`src/rtl/lsu_pkg.sv`:
```
// Shared types and helpers for the load/store unit: FSM states, access-size
// and load-type encodings, the registered bus request payload and
// address-alignment helpers.
package lsu_pkg;

    localparam int unsigned XLEN_W = 32;

    // Transaction sequencer states
    typedef enum logic [1:0] {
        IDLE = 2'd0,
        REQ  = 2'd1,
        WAIT = 2'd2,
        DONE = 2'd3
    } lsu_state_e;

    // store_size encodings from the decoder (SZ_LOAD marks a load)
    localparam logic [1:0] SZ_BYTE = 2'b00;
    localparam logic [1:0] SZ_HALF = 2'b01;
    localparam logic [1:0] SZ_WORD = 2'b10;
    localparam logic [1:0] SZ_LOAD = 2'b11;

    // Load funct3 encodings
    localparam logic [2:0] F3_LB  = 3'b000;
    localparam logic [2:0] F3_LH  = 3'b001;
    localparam logic [2:0] F3_LW  = 3'b010;
    localparam logic [2:0] F3_LBU = 3'b100;
    localparam logic [2:0] F3_LHU = 3'b101;

    // Data-memory request payload held for the life of a REQ phase
    typedef struct packed {
        logic              we;
        logic [XLEN_W-1:0] addr;
        logic [3:0]        be;
        logic [XLEN_W-1:0] wdata;
    } lsu_mem_req_t;

    // Access width of a request, in SZ_* terms, for both loads and stores
    function automatic logic [1:0] lsu_acc_size(input logic [1:0] store_size,
                                                input logic [2:0] funct3);
        logic [1:0] sz;
        sz = store_size;
        if (store_size == SZ_LOAD) begin
            case (funct3)
                F3_LB, F3_LBU: sz = SZ_BYTE;
                F3_LH, F3_LHU: sz = SZ_HALF;
                default:       sz = SZ_WORD;
            endcase
        end
        return sz;
    endfunction

    // Byte offset inside the word with low bits forced to the access width
    function automatic logic [1:0] lsu_eff_off(input logic [1:0] size,
                                               input logic [1:0] a);
        logic [1:0] off;
        case (size)
            SZ_BYTE: off = a;
            SZ_HALF: off = {a[1], 1'b0};
            default: off = 2'b00;
        endcase
        return off;
    endfunction

    // True when the address is not naturally aligned for the access width
    function automatic logic lsu_misaligned(input logic [1:0] size,
                                            input logic [1:0] a);
        return ((size == SZ_HALF) && a[0]) ||
               ((size == SZ_WORD) && (a != 2'b00));
    endfunction

endpackage

```
`src/rtl/lsu_align.sv`:
```
// Byte-lane steering for the load/store unit: store byte enables and
// lane-replicated write data, plus load extraction with sign/zero extension.
// Purely combinational.
module lsu_align
    import lsu_pkg::*;
(
    input  logic [1:0]        store_size_i,
    input  logic [1:0]        st_off_i,
    input  logic [XLEN_W-1:0] wdata_i,
    output logic [3:0]        be_o,
    output logic [XLEN_W-1:0] wdata_o,
    input  logic [2:0]        funct3_i,
    input  logic [1:0]        ld_off_i,
    input  logic [XLEN_W-1:0] rdata_i,
    output logic [XLEN_W-1:0] ldata_o
);

    logic [XLEN_W-1:0] shifted;

    // Store side: enables follow the offset, data is replicated to every lane
    always_comb begin
        be_o    = 4'b1111;
        wdata_o = '0;
        case (store_size_i)
            SZ_BYTE: begin
                be_o    = 4'b0001 << st_off_i;
                wdata_o = {4{wdata_i[7:0]}};
            end
            SZ_HALF: begin
                be_o    = 4'b0011 << {st_off_i[1], 1'b0};
                wdata_o = {2{wdata_i[15:0]}};
            end
            SZ_WORD: begin
                wdata_o = wdata_i;
            end
            default: begin
                be_o    = 4'b1111;
                wdata_o = '0;
            end
        endcase
    end

    // Load side: shift the addressed lane down, then extend to full width
    always_comb begin
        shifted = rdata_i >> {ld_off_i, 3'b000};
        case (funct3_i)
            F3_LB:   ldata_o = {{24{shifted[7]}}, shifted[7:0]};
            F3_LH:   ldata_o = {{16{shifted[15]}}, shifted[15:0]};
            F3_LBU:  ldata_o = {24'd0, shifted[7:0]};
            F3_LHU:  ldata_o = {16'd0, shifted[15:0]};
            F3_LW:   ldata_o = rdata_i;
            default: ldata_o = rdata_i;
        endcase
    end

endmodule

```
`src/rtl/load_store_unit.sv`:
```
// Load/store unit: turns a decoded memory access into a req/gnt/rvalid
// data-memory transaction, steers byte lanes, extends load data and stalls
// the core until the access completes or times out.
// Optional build macro MISALIGN_TRAP_EN: misaligned half/word accesses skip
// the bus, go straight to DONE and raise a one-cycle misalign pulse. Without
// it the low address bits are forced to the access alignment.
module load_store_unit
    import lsu_pkg::*;
#(
    parameter int unsigned XLEN    = 32,
    parameter int unsigned TIMEOUT = 255
) (
    input  logic            clk,
    input  logic            rst_n,
    input  logic            memory_en,
    input  logic [1:0]      store_size,
    input  logic [2:0]      funct3,
    input  logic [XLEN-1:0] addr,
    input  logic [XLEN-1:0] wdata,
    output logic            stall,
    output logic            load_valid,
    output logic [XLEN-1:0] load_data,
    output logic            bus_err,
`ifdef MISALIGN_TRAP_EN
    output logic            misalign,
`endif
    output logic            mem_req,
    output logic            mem_we,
    output logic [XLEN-1:0] mem_addr,
    output logic [3:0]      mem_be,
    output logic [XLEN-1:0] mem_wdata,
    input  logic            mem_gnt,
    input  logic            mem_rvalid,
    input  logic [XLEN-1:0] mem_rdata
);

    localparam int unsigned CNT_W = (TIMEOUT > 1) ? $clog2(TIMEOUT + 1) : 1;

    lsu_state_e       state_q;
    lsu_mem_req_t     bus_q;
    logic             mem_req_q;
    logic             store_q;
    logic [2:0]       funct3_q;
    logic [1:0]       off_q;
    logic [CNT_W-1:0] cnt_q;
    logic [CNT_W-1:0] cnt_d;
    logic             load_valid_q;
    logic             bus_err_q;
    logic [XLEN-1:0]  load_data_q;

    logic             req_store_c;
    logic [1:0]       req_size_c;
    logic [1:0]       req_off_c;
    logic             trap_c;
    logic             timeout_hit_c;
    logic [3:0]       st_be_c;
    logic [XLEN-1:0]  st_wdata_c;
    logic [XLEN-1:0]  ld_data_c;

    assign req_store_c = (store_size != SZ_LOAD);
    assign req_size_c  = lsu_acc_size(store_size, funct3);
    assign req_off_c   = lsu_eff_off(req_size_c, addr[1:0]);

    // Timeout counts REQ+WAIT cycles; TIMEOUT of zero disables it
    assign cnt_d         = cnt_q + CNT_W'(1);
    assign timeout_hit_c = (TIMEOUT != 0) && (cnt_d == CNT_W'(TIMEOUT));

    lsu_align u_align (
        .store_size_i (store_size),
        .st_off_i     (req_off_c),
        .wdata_i      (wdata),
        .be_o         (st_be_c),
        .wdata_o      (st_wdata_c),
        .funct3_i     (funct3_q),
        .ld_off_i     (off_q),
        .rdata_i      (mem_rdata),
        .ldata_o      (ld_data_c)
    );

`ifdef MISALIGN_TRAP_EN
    logic misalign_q;

    assign trap_c   = lsu_misaligned(req_size_c, addr[1:0]);
    assign misalign = misalign_q;

    // Pulse accompanies the IDLE->DONE shortcut of a misaligned access
    always_ff @(posedge clk or negedge rst_n) begin
        if (!rst_n) begin
            misalign_q <= 1'b0;
        end else begin
            misalign_q <= (state_q == IDLE) && memory_en && trap_c;
        end
    end
`else
    assign trap_c = 1'b0;
`endif

    // Transaction sequencer: state, bus request, timeout counter and results
    always_ff @(posedge clk or negedge rst_n) begin
        if (!rst_n) begin
            state_q      <= IDLE;
            bus_q        <= '0;
            mem_req_q    <= 1'b0;
            store_q      <= 1'b0;
            funct3_q     <= '0;
            off_q        <= '0;
            cnt_q        <= '0;
            load_valid_q <= 1'b0;
            bus_err_q    <= 1'b0;
            load_data_q  <= '0;
        end else begin
            load_valid_q <= 1'b0;
            bus_err_q    <= 1'b0;
            case (state_q)
                IDLE: begin
                    if (memory_en) begin
                        store_q  <= req_store_c;
                        funct3_q <= funct3;
                        off_q    <= req_off_c;
                        cnt_q    <= '0;
                        if (trap_c) begin
                            state_q     <= DONE;
                            load_data_q <= '0;
                        end else begin
                            state_q      <= REQ;
                            mem_req_q    <= 1'b1;
                            bus_q.we     <= req_store_c;
                            bus_q.addr   <= {addr[XLEN-1:2], 2'b00};
                            bus_q.be     <= st_be_c;
                            bus_q.wdata  <= st_wdata_c;
                        end
                    end
                end
                REQ: begin
                    cnt_q <= cnt_d;
                    if (timeout_hit_c) begin
                        state_q     <= DONE;
                        mem_req_q   <= 1'b0;
                        bus_q       <= '0;
                        bus_err_q   <= 1'b1;
                        load_data_q <= '0;
                    end else if (mem_gnt) begin
                        state_q   <= store_q ? DONE : WAIT;
                        mem_req_q <= 1'b0;
                        bus_q     <= '0;
                    end
                end
                WAIT: begin
                    cnt_q <= cnt_d;
                    if (timeout_hit_c) begin
                        state_q     <= DONE;
                        bus_err_q   <= 1'b1;
                        load_data_q <= '0;
                    end else if (mem_rvalid) begin
                        state_q      <= DONE;
                        load_valid_q <= 1'b1;
                        load_data_q  <= ld_data_c;
                    end
                end
                DONE: begin
                    state_q <= IDLE;
                end
                default: begin
                    state_q <= IDLE;
                end
            endcase
        end
    end

    // Core is released in DONE; no stall when it is not accessing memory
    assign stall = memory_en & (state_q != DONE);

    assign load_valid = load_valid_q;
    assign load_data  = load_data_q;
    assign bus_err    = bus_err_q;
    assign mem_req    = mem_req_q;
    assign mem_we     = bus_q.we;
    assign mem_addr   = bus_q.addr;
    assign mem_be     = bus_q.be;
    assign mem_wdata  = bus_q.wdata;

endmodule

```
`config.mk`:
```
export PLATFORM = sky130hd
export DESIGN_NAME = load_store_unit
export DESIGN_NICKNAME = d
export VERILOG_FILES = /design/src/rtl/lsu_pkg.sv /design/src/rtl/lsu_align.sv /design/src/rtl/load_store_unit.sv
export SDC_FILE = /design/constraint.sdc
export NUM_CORES = 1
export LEC_CHECK = 0
export ABC_AREA = 1
export ABC_CLOCK_PERIOD_IN_PS = 5800
export CAP_MARGIN = 0
export CORE_ASPECT_RATIO = 0.7
export CORE_MARGIN = 2
export CORE_UTILIZATION = 35
export CTS_BUF_LIST = sky130_fd_sc_hd__clkbuf_8
export DETAILED_ROUTE_END_ITERATION = 10
export HOLD_SLACK_MARGIN = 0.05
export PLACE_DENSITY = 0.74
export REMOVE_ABC_BUFFERS = 1
export SLEW_MARGIN = 5
export SYNTH_ARGS = -nofsm -noshare
export SYNTH_HDL_FRONTEND = slang
export SYNTH_SLANG_ARGS = --single-unit
```
`constraint.sdc`:
```
create_clock -name clk -period 5.8 [get_ports clk]
set_input_delay 1.16 -clock clk [delete_from_list [all_inputs] [get_ports clk]]
set_output_delay 1.16 -clock clk [all_outputs]
set_load 0.01 [all_outputs]
```
Word level (Yosys, flattened, before mapping)
Cells that the tools add are included.
- equal/unequal tests: 20
- shifts and indexed selects: 3
- reduce and logical (&&, ||, !) cells: 16
- muxes and demuxes: 32
- $add $sub $neg: 1
- bitwise gates (word level): 1
- operator list (operator ; number):
    2-to-1 mux 69 bit ; 3
    one-hot mux 69 bit (2 select lines) ; 1
    one-hot mux 32 bit (4 select lines) ; 1
    2-to-1 mux 32 bit ; 3
    one-hot mux 32 bit (3 select lines) ; 1
    one-hot mux 32 bit (2 select lines) ; 1
    right shift 32 x 5 -> 16 bit ; 1
    one-hot mux 8 bit (2 select lines) ; 1
    == test 3 bit, second input constant ; 4
    2-to-1 mux 2 bit ; 6
    2-to-1 mux 1 bit ; 9
    AND reduction 3 bit ; 3
    adder 8 x 1 -> 8 bit, second input constant ; 1
    == test 2 bit, second input constant ; 4
    == test 8 bit, second input constant ; 1
    2-to-1 mux 8 bit ; 1
    != test 2 bit, second input constant ; 4
    one-hot mux 2 bit (2 select lines) ; 2
    one-hot mux 2 bit (4 select lines) ; 1
    one-hot mux 4 bit (2 select lines) ; 1
    == test 2 x 1 -> 1 bit, second input constant ; 3
    == test 3 x 1 -> 1 bit, second input constant ; 2
    zero test 2 bit ; 3
    zero test 3 bit ; 2
    8 further kinds ; 14
- register bits after elaboration: 120
- output and inout bits: 105
- logic and storage cells: 86

Depth between registers and ports, before layout
Gate-level depths: netlist (run 1).
- depth after elaboration: 10
- depth in mapped cells: 13
- depth with buffers taken out: 12

Cells and area by module
From an unflattened synthesis (run 1), not the netlist that was laid out.
- cells, all modules: 881
- area, all modules: 6507.5 um^2
- modules (own cells, without submodules) (module ; seq. area each (um^2) ; area each (um^2) ; cells each ; times used):
    load_store_unit ; 2952.8 ; 5086.1 ; 573 ; 1
    lsu_align ; 0.0 ; 1421.4 ; 308 ; 1

Worst setup path before layout (run 1)
No wires, ideal clock.
- path type: in2out
- start: input memory_en
- end: output stall
- slack: 3302 ps
- stages on the path: 2
- data required time: 4640 ps
- data arrival time: 1338 ps
- path through: inv_1 > nor2_1
- longest elaborated chain between the ends: 1
- RTL lines (item ; line ; RTL):
    start, declared ; load_store_unit.sv:15 ; input logic memory_en,
    bitwise AND 1 bit ; load_store_unit.sv:171 ; assign stall = memory_en & (state_q != DONE);
    end, declared ; load_store_unit.sv:20 ; output logic stall,
Every way passes these cells.

Worst setup path in the final report (run 1)
Ends and elaborated chain as after synthesis.

==> out/metrics.cfg, run 1 <==
[logic_synthesis]
ys_dominant_reg_cell=dfrtp_1
syn_area_sq_mm=0.00594
syn_avg_cell_area_sq_um=7.65
ys_types=31
ys_warn_count=0
synth_edf_count=0
ys_ff_latch=118
ys_seq_area_share_pct=49.7
async_reset_ff_share_pct=100
netlist_instances=776

[clock_network]
clk_latency_ps=440
cts_resized=0
cts.path.max_buffers=2
path_clk_slew_ps=80
clockRootBuffer=clkbuf_8
cts_sinks=118
numCtsBuffers=17
cts_tree=done
post-cts-setup-buffers=0
cts_hold_buffers=0
h-tree-depth=4

[global_routing]
grt_pass1_wl_mm=29.4
grt_pass1_vias=5576
grt_use_total_pct=20.5
antenna_found_initial=0
grt_max_degree=110
grt-ovfl-total=0

[power_and_ir_drop]
netSwitchingFraction_pct=40.9
internal_power_w=0.00270
max-vdd-ir-drop_mv=0.423
clkPwrFrac_pct=20.2
p_leak_nw=4.02
power_density_mw_per_mm2=531
p_seq_share_pct=31.4
pwr-share-comb_pct=48.4
p_total_w=0.00458
p_switching_w=0.00187

[worst_setup_path]
path_max_fanout=3
cp-start-kind=input pin
cp_cell_sequence=clkdlybuf4s50_1 -> inv_1 -> nor2_1 -> clkdlybuf4s50_1
slowest_stage=clkdlybuf4s50_1
crit_arrival_ps=2350
required_ps=4640
path_class=input pin to primary output
cp_common_cell=clkdlybuf4s50_1
end_kind=primary output
max_stage_delay_ps=540

[floorplan]
start_util_pct=36.1
fp.dieW_um=160
die_height_um=113
die-area_sq_mm=0.0180
core-area_sq_mm=0.0164
ios=211
rows=39

[min_path]
hold_path.class=register to register

[detailed_routing]
drtIter0Drc=415
vias=5865
ant_nets=0
first_pass_iters=5
routed_wl_mm=18.3
drc=0
vias_per_cell=4.86
wire_per_inst_um=15.2

[status]
outcome=finished, final reports clean

[finish]
area_growth_pct=45.1
final_nets=1082
diodes=0
drive_gt1_share_pct=4.78
final_core_util_pct=52.4

[timing]
setup_tns_ps=0
slew-limit-headroom_pct=31.1
hold_viol=0
finalCriticalPeriod_ps=3510
drv_slew=0
max_freq_mhz=285
setup_viol=0
worst_pin_slew_ps=1030
final.period_utilization_pct=60.5
finalClockSkew_ps=12.2
rsz0062_at_grt=no

[placed_design]
port_buffers=208
hpwlAfterDp_mm=13.0
gp_congestion=0.856

[flow_run]
drv_cap=0

-- power by group through the flow --
stage	Sequential, W	Combinational (W)	Clock (W)
6_report	0.00144	0.00222	0.000924
3_3_place_gp	0.00144	0.00218	0
4_1_cts	0.00144	0.00223	0.000945
3_5_place_dp	0.00145	0.00222	0
2_1_floorplan	0.00155	0.00104	0
5_1_grt	0.00149	0.00246	0.000982
-- synth_stat cells, types with 4 or more instances --
| cell type | instances | share of area [%] |
|---|---|---|
| nor2_1 | 38 | 2.4 |
| dfrtp_1 | 118 | 50 |
| o21ai_0 | 65 | 5.5 |
| clkbuf_1 | 20 | 1.3 |
| nand2_1 | 293 | 19 |
| o22ai_1 | 10 | 1.1 |
| buf_2 | 8 | 0.67 |
| buf_6 | 5 | 0.95 |
| o211ai_1 | 12 | 1.5 |
| o221ai_1 | 8 | 1.2 |
| o21ai_1 | 52 | 4.4 |
| inv_1 | 60 | 3.8 |
| buf_4 | 4 | 0.51 |
| a21oi_1 | 26 | 2.2 |
| ha_1 | 6 | 1.3 |
| nand3_1 | 29 | 2.4 |
| a22o_1 | 5 | 0.74 |
-- critical path, delay by kind of cell --
| kind | cells | cell delay [ps] |
|---|---|---|
| and+or+nand+nor | 1 | 80 |
| buffers and inverters | 3 | 1110 |
-- registers in the layout, indices dropped and copies added, names as in the netlist --
signal      flops
off_q           2
state_q         2
load_valid      1
funct3_q        3
bus_err         1
mem_be          4
store_q         1
mem_wdata      32
cnt_q           8
mem_addr       30
mem_req         1
load_data      32
mem_we          1
-- stage by stage --
step	hold slack, ps	setup slack [ps]	cells	area, sq um
finish	482	2290	1208	8610
global route	505	2240	1208	8610
CTS	485	2290	1208	8610
detailed placement	462	2300	1176	8130
global placement	453	2310	1176	8130
floorplan	453	2810	738	5730
-- cells by family (layout without fill, tap and decap cells) --
logic type | after synthesis | in the layout | share of synthesized area [%]
and+or+nand+nor | 367 | 367 | 24.3
AOI/OAI and AO/OA | 182 | 182 | 17.1
adders and majority gates | 6 | 6 | 1.26
buffers and inverters | 102 | 308 | 7.52
DFF | 118 | 118 | 49.7
other | 1 | 2 | 0.0632
-- cell usage in the layout, fill, tap and decap left out, types with 2 or more instances in the layout --
cell	count
clkinvlp_4	2
ha_1	6
clkinv_2	2
o22ai_1	10
inv_1	60
inv_6	2
o221ai_1	8
nand2_2	2
clkinv_4	3
nand2_1	293
clkdlybuf4s50_1	207
a21oi_1	26
dfrtp_1	118
o21ai_2	2
bufinv_16	6
o211ai_1	12
clkinv_1	2
a22o_1	5
conb_1	2
clkbuf_8	17
nand3_1	29
buf_4	6
nor2_1	38
o21ai_0	65
o21ai_1	52
-- path summary, 6_finish.rpt --
kind                               from            end  slack, ps  cells after the start
setup / recovery              memory_en          stall       2290                      4
hold / removal             load_data[6]   load_data[6]        480                      2
setup reg to reg               cnt_q[1]  mem_wdata[16]       3100                     11
hold reg to reg            load_data[6]   load_data[6]        480                      2
max in group asynchronous         rst_n   mem_wdata[0]       3790                      2
min in group asynchronous         rst_n  mem_wdata[31]        850                      1
-- area by class of cell --
cell class / count / area (sq um)
clock buffers: 17 / 234
fillers: 1530 / 7830
flip-flops and latches: 118 / 2950
inverters: 63 / 236
well taps: 225 / 282
multi-input cells: 557 / 2540
repair buffers: 213 / 2120
clock inverters: 15 / 249
-- per-layer routing --
metal / GRT usage (%) / up-vias / wire (um)
met5: 0 / - / 0
met4: 5.64 / 0 / 232
met3: 6.85 / 21 / 1600
met2: 28.5 / 225 / 7690
met1: 30.3 / 2713 / 8790
li1: - / 2906 / -
(Power assumes the default switching activity.)
==> inputs of run 2 (changes only) <==
--- a/config.mk
+++ b/config.mk
@@ -6,7 +6,7 @@
 export NUM_CORES = 1
 export LEC_CHECK = 0
 export ABC_AREA = 1
-export ABC_CLOCK_PERIOD_IN_PS = 5800
+export ABC_CLOCK_PERIOD_IN_PS = 2800
 export CAP_MARGIN = 0
 export CORE_ASPECT_RATIO = 0.7
 export CORE_MARGIN = 2
@@ -14,7 +14,7 @@
 export CTS_BUF_LIST = sky130_fd_sc_hd__clkbuf_8
 export DETAILED_ROUTE_END_ITERATION = 10
 export HOLD_SLACK_MARGIN = 0.05
-export PLACE_DENSITY = 0.74
+export PLACE_DENSITY = 0.76
 export REMOVE_ABC_BUFFERS = 1
 export SLEW_MARGIN = 5
 export SYNTH_ARGS = -nofsm -noshare
==> constraint.sdc (replaced) <==
create_clock -name clk -period 2.8 [get_ports clk]
set_input_delay 0.56 -clock clk [delete_from_list [all_inputs] [get_ports clk]]
set_output_delay 0.56 -clock clk [all_outputs]
set_load 0.01 [all_outputs]
==> run 2 against run 1 <==
Worst setup slack got worse by 1800 ps. Die area unchanged. Utilization grew 0.31 points. Clock skew grew 5.6 ps. Critical endpoint is now mem_wdata[17]. Register-to-register slack got worse by 2600 ps. Combinational power up 120%. Clock-buffer cell count up 2. Wire length grew 1.2%. First-iteration DRC count up 47%. Sequential power is 100% higher. Global-route usage increased by 0.18 points. Non-clock buffer count grew 9.
==> out/metrics.cfg, run 2 (synthesis results as in run 1) <==
[clock_network]
clockRootBuffer=clkbuf_8
cts.path.max_buffers=2
cts_resized=0
cts_hold_buffers=0
path_clk_slew_ps=80
numCtsBuffers=17
post-cts-setup-buffers=0
clk_latency_ps=440
h-tree-depth=4
cts_tree=done
cts_sinks=118

[power_and_ir_drop]
power_density_mw_per_mm2=1090
max-vdd-ir-drop_mv=0.681
p_leak_nw=4.06

[finish]
fin_area_sq_mm=0.00866
final_common_cell=nand2_1
final_core_util_pct=52.7
final_nets=1091
diodes=0
fill_cells=1522
area_growth_pct=45.9
drive_gt1_share_pct=5.65
stdcell_count=1217
final_cell_mix=nand2_1, clkdlybuf4s50_1, dfrtp_1

[global_routing]
antenna_found_initial=0
grt_use_total_pct=20.7
grt-ovfl-total=0
grt_pass1_vias=5679
grt_max_degree=107
grt_pass1_wl_mm=29.6

[worst_setup_path]
regToRegSetupSlack_ps=490
slowest_stage=dfrtp_1
r2r_end=mem_wdata[17]
end_kind=register
max_stage_delay_ps=420
path_class=register to register
crit_arrival_ps=2610
rr_worst_depth=12
rr_startpoint=cnt_q[1]
required_ps=3090
cp_cell_sequence=ha_1 -> nand2_1 -> inv_1 -> nor2_1 -> nand3_1 -> nor2_1 -> nand3_2 -> nand2_2 -> nand2_4 -> buf_12 -> nand2_1 -> o21ai_0
path_max_fanout=106
cp-start-kind=register

[timing]
rsz0062_at_grt=no
slew-limit-headroom_pct=59.7
finalClockSkew_ps=17.8
hold_viol=0
drv_slew=0
final.period_utilization_pct=82.6
finalCriticalPeriod_ps=2310
max_freq_mhz=432
setup_viol=0
worst_pin_slew_ps=604
setup_tns_ps=0

[floorplan]
die-area_sq_mm=0.0180
core-area_sq_mm=0.0164
start_util_pct=36.1
ios=211
rows=39
die_height_um=113
fp.dieW_um=160

[detailed_routing]
wire_per_inst_um=15.2
vias_per_cell=4.90
vias=5966
ant_nets=0
first_pass_iters=5
routed_wl_mm=18.5
drtIter0Drc=611
drc=0

[status]
outcome=finished, final reports clean

[placed_design]
placedCellCount=1185
gp_congestion=0.953
port_buffers=208
hpwlAfterDp_mm=13.7
placement.cell_area_sq_mm=0.00822

[flow_run]
drv_cap=0

[min_path]
hold_path.class=input pin to async pin

run 2: metrics by stage:
stage	hold slack [ps]	setup slack (ps)	total power [W]
floorplan	264	-187	0.00536
global placement	460	514	0.00758
detailed placement	460	523	0.00770
CTS	98.4	484	0.00947
global route	118	270	0.0101
finish	100	488	0.00941
run 2: power by group:
| part | switching (W) | internal, W |
|---|---|---|
| combinational | 0.00271 | 0.00208 |
| clock | 0.000719 | 0.00101 |
| sequential | 0.000435 | 0.00245 |
run 2: how the worst max path moves through the flow:
stage / slack, ps / end / start / depth (start not counted)
after CTS: 480 / stall / state_q[0] / 3
after floorplan: -190 / mem_wdata[0] / state_q[1] / 7
after detailed placement: 520 / stall / memory_en / 4
after global placement: 510 / stall / memory_en / 4
after global routing: 270 / mem_addr[28] / cnt_q[1] / 12
final: 490 / mem_wdata[17] / cnt_q[1] / 12
run 2: layout make-up:
cell class	instances	area [sq um]	share of cell area, %
inverter	63	236	2.73
tap	225	282	3.25
sequential	118	2950	34.1
clock buffer	19	262	3.02
multi-input combinational	557	2540	29.3
clock inverter	13	180	2.08
timing repair buffer	222	2210	25.5
run 2: layer usage:
| metal | routed length (um) | share of wire (%) | GRT usage (%) |
|---|---|---|---|
| met1 | 8910 | 48 | 30.0 |
| met2 | 7950 | 43 | 30.1 |
| met3 | 1470 | 7.9 | 6.01 |
| met4 | 194 | 1.0 | 5.70 |
| met5 | 0 | 0 | 0 |
run 2: worst max-delay path: cells and delay by family (launching register included):
kind | cells | cell delay [ps]
AND/OR/NAND/NOR | 8 | 1060
flip-flops | 1 | 420
buffers and inverters | 2 | 310
adder cells (fa/ha/maj) | 1 | 240
AO/OA/AOI/OAI | 1 | 80
